`src/rtl/key_encoder_pkg.sv`:
```
// key_pkg: shared types and helpers for the push-button encoder.
//   key_state_e  : FSM state encoding
//   KEY_IDLE_N   : level of the active-low key lines with nothing pressed
//   prienc8      : index of the highest set bit (0 when none set)
//   popcnt_gt1   : 1 when more than one bit is set
package key_pkg;

  typedef enum logic [1:0] {
    IDLE,
    DEBOUNCE,
    PRESSED,
    RELEASE
  } key_state_e;

  localparam logic [7:0] KEY_IDLE_N = 8'hff;

  function automatic logic [2:0] prienc8(input logic [7:0] v);
    logic [2:0] r;
    r = '0;
    for (int unsigned i = 0; i < 8; i++) begin
      if (v[i]) r = 3'(i);
    end
    return r;
  endfunction

  // Clearing the lowest set bit leaves something only if two or more were set.
  function automatic logic popcnt_gt1(input logic [7:0] v);
    return (v & (v - 8'd1)) != 8'd0;
  endfunction

endpackage

```
`src/rtl/key_encoder_if.sv`:
```
// key_encoder_if: button-side inputs and encoded outputs of key_encoder.
//   en, key_n              : driven by the master (board/control side)
//   code, valid, pressed,
//   multi                  : driven by the slave (key_encoder)
interface key_encoder_if;
  logic       en;
  logic [7:0] key_n;
  logic [2:0] code;
  logic       valid;
  logic       pressed;
  logic       multi;

  modport master (
    output en,
    output key_n,
    input  code,
    input  valid,
    input  pressed,
    input  multi
  );

  modport slave (
    input  en,
    input  key_n,
    output code,
    output valid,
    output pressed,
    output multi
  );
endinterface

```
`src/rtl/key_sync.sv`:
```
// key_sync: two-flop synchroniser for asynchronous level inputs.
//   clk, rst : clock, asynchronous active-high reset
//   d        : asynchronous input bus (W bits)
//   q        : synchronised output, RST_VAL while in reset
module key_sync #(
  parameter int unsigned   W       = 8,
  parameter logic [W-1:0]  RST_VAL = '1
) (
  input  logic         clk,
  input  logic         rst,
  input  logic [W-1:0] d,
  output logic [W-1:0] q
);

  logic [W-1:0] sync1;

  always_ff @(posedge clk or posedge rst) begin
    if (rst) begin
      sync1 <= RST_VAL;
      q     <= RST_VAL;
    end else begin
      sync1 <= d;
      q     <= sync1;
    end
  end

endmodule

```
`src/rtl/key_encoder.sv`:
```
// key_encoder: synchronises and debounces 8 active-low push buttons,
// priority-encodes the pressed key and pulses valid once per accepted press.
//   clk, rst    : clock, asynchronous active-high reset
//   bus.en      : enable; low returns the FSM to IDLE (code/multi hold)
//   bus.key_n   : raw active-low button lines, asynchronous to clk
//   bus.code    : highest-numbered key down at acceptance
//   bus.valid   : one-cycle pulse per accepted press
//   bus.pressed : high from accepted press until accepted release
//   bus.multi   : more than one key down at acceptance
module key_encoder
  import key_pkg::*;
#(
  parameter int unsigned DEBOUNCE_CYCLES = 4
) (
  input logic          clk,
  input logic          rst,
  key_encoder_if.slave bus
);

  localparam int unsigned      CNT_W   = $clog2(DEBOUNCE_CYCLES);
  localparam logic [CNT_W-1:0] CNT_MAX = CNT_W'(DEBOUNCE_CYCLES - 1);

  logic [7:0]       sync_n;
  logic [7:0]       raw;
  logic             any;
  logic [7:0]       snap;
  logic [CNT_W-1:0] cnt;
  key_state_e       state;
  logic [2:0]       code_r;
  logic             valid_r;
  logic             pressed_r;
  logic             multi_r;

  key_sync #(
    .W       (8),
    .RST_VAL (KEY_IDLE_N)
  ) u_sync (
    .clk (clk),
    .rst (rst),
    .d   (bus.key_n),
    .q   (sync_n)
  );

  assign raw = ~sync_n;
  assign any = |raw;

  always_ff @(posedge clk or posedge rst) begin
    if (rst) begin
      state     <= IDLE;
      snap      <= '0;
      cnt       <= '0;
      code_r    <= '0;
      valid_r   <= 1'b0;
      pressed_r <= 1'b0;
      multi_r   <= 1'b0;
    end else begin
      valid_r <= 1'b0;
      if (!bus.en) begin
        state     <= IDLE;
        pressed_r <= 1'b0;
        cnt       <= '0;
      end else begin
        unique case (state)
          IDLE: begin
            if (any) begin
              state <= DEBOUNCE;
              snap  <= raw;
              cnt   <= '0;
            end
          end
          DEBOUNCE: begin
            if (!any) begin
              state <= IDLE;
            end else if (raw != snap) begin
              snap <= raw;
              cnt  <= '0;
            end else if (cnt == CNT_MAX) begin
              state     <= PRESSED;
              valid_r   <= 1'b1;
              pressed_r <= 1'b1;
              code_r    <= prienc8(snap);
              multi_r   <= popcnt_gt1(snap);
            end else begin
              cnt <= cnt + CNT_W'(1);
            end
          end
          PRESSED: begin
            // Changes among held keys are ignored: no rollover to a new code.
            if (!any) begin
              state <= RELEASE;
              cnt   <= '0;
            end
          end
          RELEASE: begin
            if (any) begin
              state <= PRESSED;
              cnt   <= '0;
            end else if (cnt == CNT_MAX) begin
              state     <= IDLE;
              pressed_r <= 1'b0;
            end else begin
              cnt <= cnt + CNT_W'(1);
            end
          end
          default: state <= IDLE;
        endcase
      end
    end
  end

  assign bus.code    = code_r;
  assign bus.valid   = valid_r;
  assign bus.pressed = pressed_r;
  assign bus.multi   = multi_r;

endmodule

```
`src/flat_wrapper.sv`:
```
// flat-port wrapper written by rule: the top's interface ports become plain ports
module key_encoder_flat import key_pkg::*;
#(
  parameter int unsigned DEBOUNCE_CYCLES = 4
)
  (clk, rst, bus_en, bus_key_n, bus_code, bus_valid, bus_pressed, bus_multi);
  key_encoder_if bus_i ();
  input logic clk;
  input logic rst;
  input wire logic [$bits(bus_i.en)-1:0] bus_en;
  input wire logic [$bits(bus_i.key_n)-1:0] bus_key_n;
  output wire logic [$bits(bus_i.code)-1:0] bus_code;
  output wire logic [$bits(bus_i.valid)-1:0] bus_valid;
  output wire logic [$bits(bus_i.pressed)-1:0] bus_pressed;
  output wire logic [$bits(bus_i.multi)-1:0] bus_multi;
  assign bus_i.en = bus_en;
  assign bus_i.key_n = bus_key_n;
  assign bus_code = bus_i.code;
  assign bus_valid = bus_i.valid;
  assign bus_pressed = bus_i.pressed;
  assign bus_multi = bus_i.multi;
  key_encoder #(.DEBOUNCE_CYCLES(DEBOUNCE_CYCLES)) u_core (.clk(clk), .rst(rst), .bus(bus_i));
endmodule
```
`config.mk`:
```
export PLATFORM = sky130hd
export DESIGN_NAME = key_encoder_flat
export DESIGN_NICKNAME = d
export VERILOG_FILES = /design/src/rtl/key_encoder_pkg.sv /design/src/rtl/key_encoder_if.sv /design/src/rtl/key_sync.sv /design/src/rtl/key_encoder.sv /design/src/flat_wrapper.sv
export SDC_FILE = /design/constraint.sdc
export NUM_CORES = 1
export LEC_CHECK = 0
export CORE_MARGIN = 2
export CORE_UTILIZATION = 45
export DETAILED_ROUTE_END_ITERATION = 10
export HOLD_SLACK_MARGIN = 0.03
export PLACE_DENSITY = 0.76
export SYNTH_ARGS = -nofsm -noshare
export SYNTH_HDL_FRONTEND = slang
export SYNTH_HIERARCHICAL = 1
export SYNTH_SLANG_ARGS = --single-unit
```
`constraint.sdc`:
```
create_clock -name clk -period 1.7 [get_ports clk]
set_clock_uncertainty 0.1 [all_clocks]
set_input_delay 0.34 -clock clk [delete_from_list [all_inputs] [get_ports clk]]
set_output_delay 0.34 -clock clk [all_outputs]
set_load 0.005 [all_outputs]
```
==> results of run 1 <==
## how the worst max path moves through the flow
stage                                    end  cells after the start
after floorplan           u_core/bus.code[1]                      5
after global placement    u_core/bus.code[2]                      5
after detailed placement  u_core/bus.code[1]                      5
after CTS                 u_core/bus.code[2]                      5
after global routing           u_core/cnt[0]                      6
final                          u_core/cnt[0]                      6
## through the flow
step	setup WS, ps	util [%]	TNS, ps
3_3_place_gp	-245	60.2	-2930
2_1_floorplan	-95.4	-	-678
3_5_place_dp	-293	60.2	-3580
4_1_cts	-233	64.8	-2670
6_report	-252	66.5	-3110
5_1_grt	-312	66.5	-4600
## registers in the layout, summed over array words and instances, names as in the netlist
name and flops:
u_core/bus.code 3, u_core/bus.multi 1, u_core/u_sync/q 8, u_core/bus.valid 1, u_core/bus.pressed 1, u_core/u_sync/sync1 8
u_core/snap 8, u_core/state 2, u_core/cnt 2
## cell usage in the layout, fill, tap and decap left out, types with 2 or more instances in the layout
cell and count:
a2111oi_0 2, a2111oi_4 2, a21oi_1 4, buf_4 27, clkbuf_4 5, clkdlybuf4s50_1 15
clkinvlp_4 2, dfrtp_1 18, dfstp_2 16, inv_1 15, mux2_4 3, mux2i_1 9
mux2i_2 2, nand2_1 3, nand3_1 3, nand4_1 3, nor2_1 5, nor2_4 2
xnor2_1 7, xnor2_2 2
## final cells by class
class                   instances  share of cell area (%)
repair buffers                 43                    17.7
flip-flops and latches         34                    42.2
clock inverters                 2                   0.727
well taps                      44                    2.67
inverters                      15                    2.73
multi-input cells              69                    32.2
clock buffers                   5                    1.82
## what timing repair did
action,CTS,global route
pin swaps,11,4
endpoints found under the hold margin,0,0
buffers inserted,2,2
setup endpoints to repair,17,20
resized for setup,14,7
## cell families (layout without fill, tap and decap cells)
family / after synthesis / after routing
XOR/XNOR: 9 / 9
AO/OA/AOI/OAI: 19 / 19
AND/OR/NAND/NOR: 27 / 27
buffers and inverters: 16 / 65
multiplexers: 14 / 14
flip-flops: 34 / 34
## routing by layer
metal,track usage (%),vias to the layer above,share of wire [%]
met3,6.30,2,4.7
met1,20.2,519,44
li1,-,511,-
met2,28.3,35,51
met4,5.47,0,0.58
met5,0,-,0
## power groups by stage
stage / Clock (µW) / Combinational, µW / Sequential [µW]
finish: 409 / 243 / 897
global route: 474 / 264 / 902
global placement: 0 / 211 / 907
floorplan: 0 / 107 / 915
detailed placement: 0 / 219 / 910
CTS: 430 / 226 / 895
## worst max-delay path: cells and delay by family (launching register included)
kind / cells / cell delay [ps]
multiplexers: 2 / 440
buffers and inverters: 1 / 120
flip-flops: 1 / 570
AND/OR/NAND/NOR: 2 / 360
AO/OA/AOI/OAI: 1 / 270
==> summary.md, run 1 <==
| Metric | Value |
|---|---|
| Antenna cells | 0 |
| Synth-to-layout area growth | 39.5% |
| FF-to-FF setup slack | -250 ps |
| Die area | 3760 µm² |
| Cells after Synth | approximately 120 |
| RSZ-0062 raised after global routing | yes |
| Count leader, synth | dfrtp_1 |
| H-tree depth | 2 |
| Failing checks | setup timing |
| Worst slew margin | 64.3% |
| Hold Path Class | input pin to async pin |
| CTS tree | done |
| Register bit count reported by yosys | 34 |
| Power Density | 750 nW/µm² |
| Actual slew at the worst max-slew pin | between 500 and 600 ps |
| Tot Pwr | 1550 µW |
| Crit Path Max Fanout | 2 |
| Wire per inst | 13.0 µm |
| Clock power frac | 26.4% |
| Slew Viols, Final | 0 |
| Seq pwr share | between 50 and 60% |
| CTS Buf Count | 5 |
| Sw Share | 26.2% |
| First-pass GRT wire length | ~4.6 mm |
| Outcome | finished with violations |
| Hold buffer count at cts | 0 |
| Final setup margin | -252 ps |
| Routability congestion estimate | 0.899 |
| Share of cells above drive strength 1 | 43.5% |
| Placed Area | ~1900 µm² |
| Clock slew at reported path FFs | 110 ps |
| I/O pins | 17 |
| Clock tree buffer depth | 2 |
| Die height | 61.4 µm |
| XOR/XNOR share of the synthesized area | 5.33% |
| Distinct cell type count after synthesis | 34 |
| Synth Area in Simple Gates | 10.2% |
| Critical Path AT | 2080 ps |
| Final instance area | 2060 µm² |
| Commonest cells post-synth | dfrtp_1 (18), dfstp_2 (16), inv_1 (15) |
| DRT Pass-1 Iters | 4 |
| Root Driver | clkbuf_4 |
| Final hold vios | 0 |
| Cell type with the largest total area after synthesis | dfrtp_1 |
| Core box area | slightly above 3000 µm² |
| EDFF count, synth | 0 |
| GRT Residual Overflow | 0 |
| Largest net degree at the start of global routing | 19 |
| Clock latency at the later pin of the worst-skew pair | roughly 330 ps |
| Multiplexer area fraction after synthesis | 9.72% |
| Slowest CP cell | dfstp_2 |
| Vias | 1067 |
| Top FF cell, synth | dfrtp_1 |
| Setup Viol. Count Final | 17 |
| Max Cap Viol | 0 |
| Mapped Nets | between 100 and 150 |
| Worst r2r src | u_core/u_sync/q[1] |
| Switching power | between 400 and 500 µW |
| Reg area | ~870 µm² |
| Top cells by area, synth | dfrtp_1 (30%), dfstp_2 (28%), mux2i_1 (7.4%) |
| Initial antenna violation count | 0 |
| Combinational share of power | 15.7% |
| Synthesized area per cell | 12.4 µm² |
| Compound-cell area share of the yosys netlist | 11.3% |
| CTS sink cnt | 34 |
| Worst EP required | between 1500 and 2000 ps |
| Crit path time final | 1950 ps |
| Routed wire length | 2.76 mm |
| Nets | about 180 |
| VDD IR max | 0.502 mV |
| Yosys top cell area share | between 30% and 40% |
| Nature of the critical path startpoint | register |
| Starting Density | 47.7% |
| Adder-cell area share of the yosys netlist | 0% |
| Crit. Startpoint | u_core/u_sync/q[1] |
| Async set-reset flop share out of synthesis | 100% |
| Final Non-Filler Cells | 212 |
| Via/cell ratio | 5.03 |
| Synth warn | 6 |
| Footprint of the multi-input gates | 664 µm² |
| Hold Slack | 247 ps |
| Most frequent CP cell | mux2i_2 |
| DRC viols | 0 |
| Row cnt | 20 |
| Critical path type | register to register |
| Placed Cells | 202 |
| Fmax | 512 MHz |
| Lkg Pwr | 0.000906 µW |
| Final ANT Viol Nets | 0 |
| Register area share after synthesis | 58.8% |
| CP Capture Type | register |
| CP peak stage delay | 570 ps |
| Vias in the first global route | 1048 |
| IO Port Bufs | 16 |
| Final worst-path cycle share | 115% |
| Starting DRT DRC Count | 24 |
| P_int | roughly 1100 µW |
| Post-DP HPWL | roughly 2 mm |
| Netlist Area Pre-Place | 1480 µm² |
| Reg2reg path depth | 6 |
| Cell Chain, Critical Path | buf_4 -> nand4_1 -> nor2_4 -> mux2i_2 -> mux2i_2 -> a2111oi_4 |
| GRT Resource Usage Total | roughly 17% |
| Fill cell count | ~260 |
| Largest family of logic cells by synthesized area | compound AO/OA/AOI/OAI gates |
| RR Endpoint | u_core/cnt[0] |
| Die width | 61.4 µm |
Power figures use the tool's default switching activity.
==> run 2: changes to the inputs <==
--- a/config.mk
+++ b/config.mk
@@ -10,6 +10,7 @@
 export DETAILED_ROUTE_END_ITERATION = 10
 export HOLD_SLACK_MARGIN = 0.03
 export PLACE_DENSITY = 0.76
+export SLEW_MARGIN = 40
 export SYNTH_ARGS = -nofsm -noshare
 export SYNTH_HDL_FRONTEND = slang
 export SYNTH_HIERARCHICAL = 1
==> results of run 2 <==
No change in the layout: final DEF, timing and power equal those of run 1.
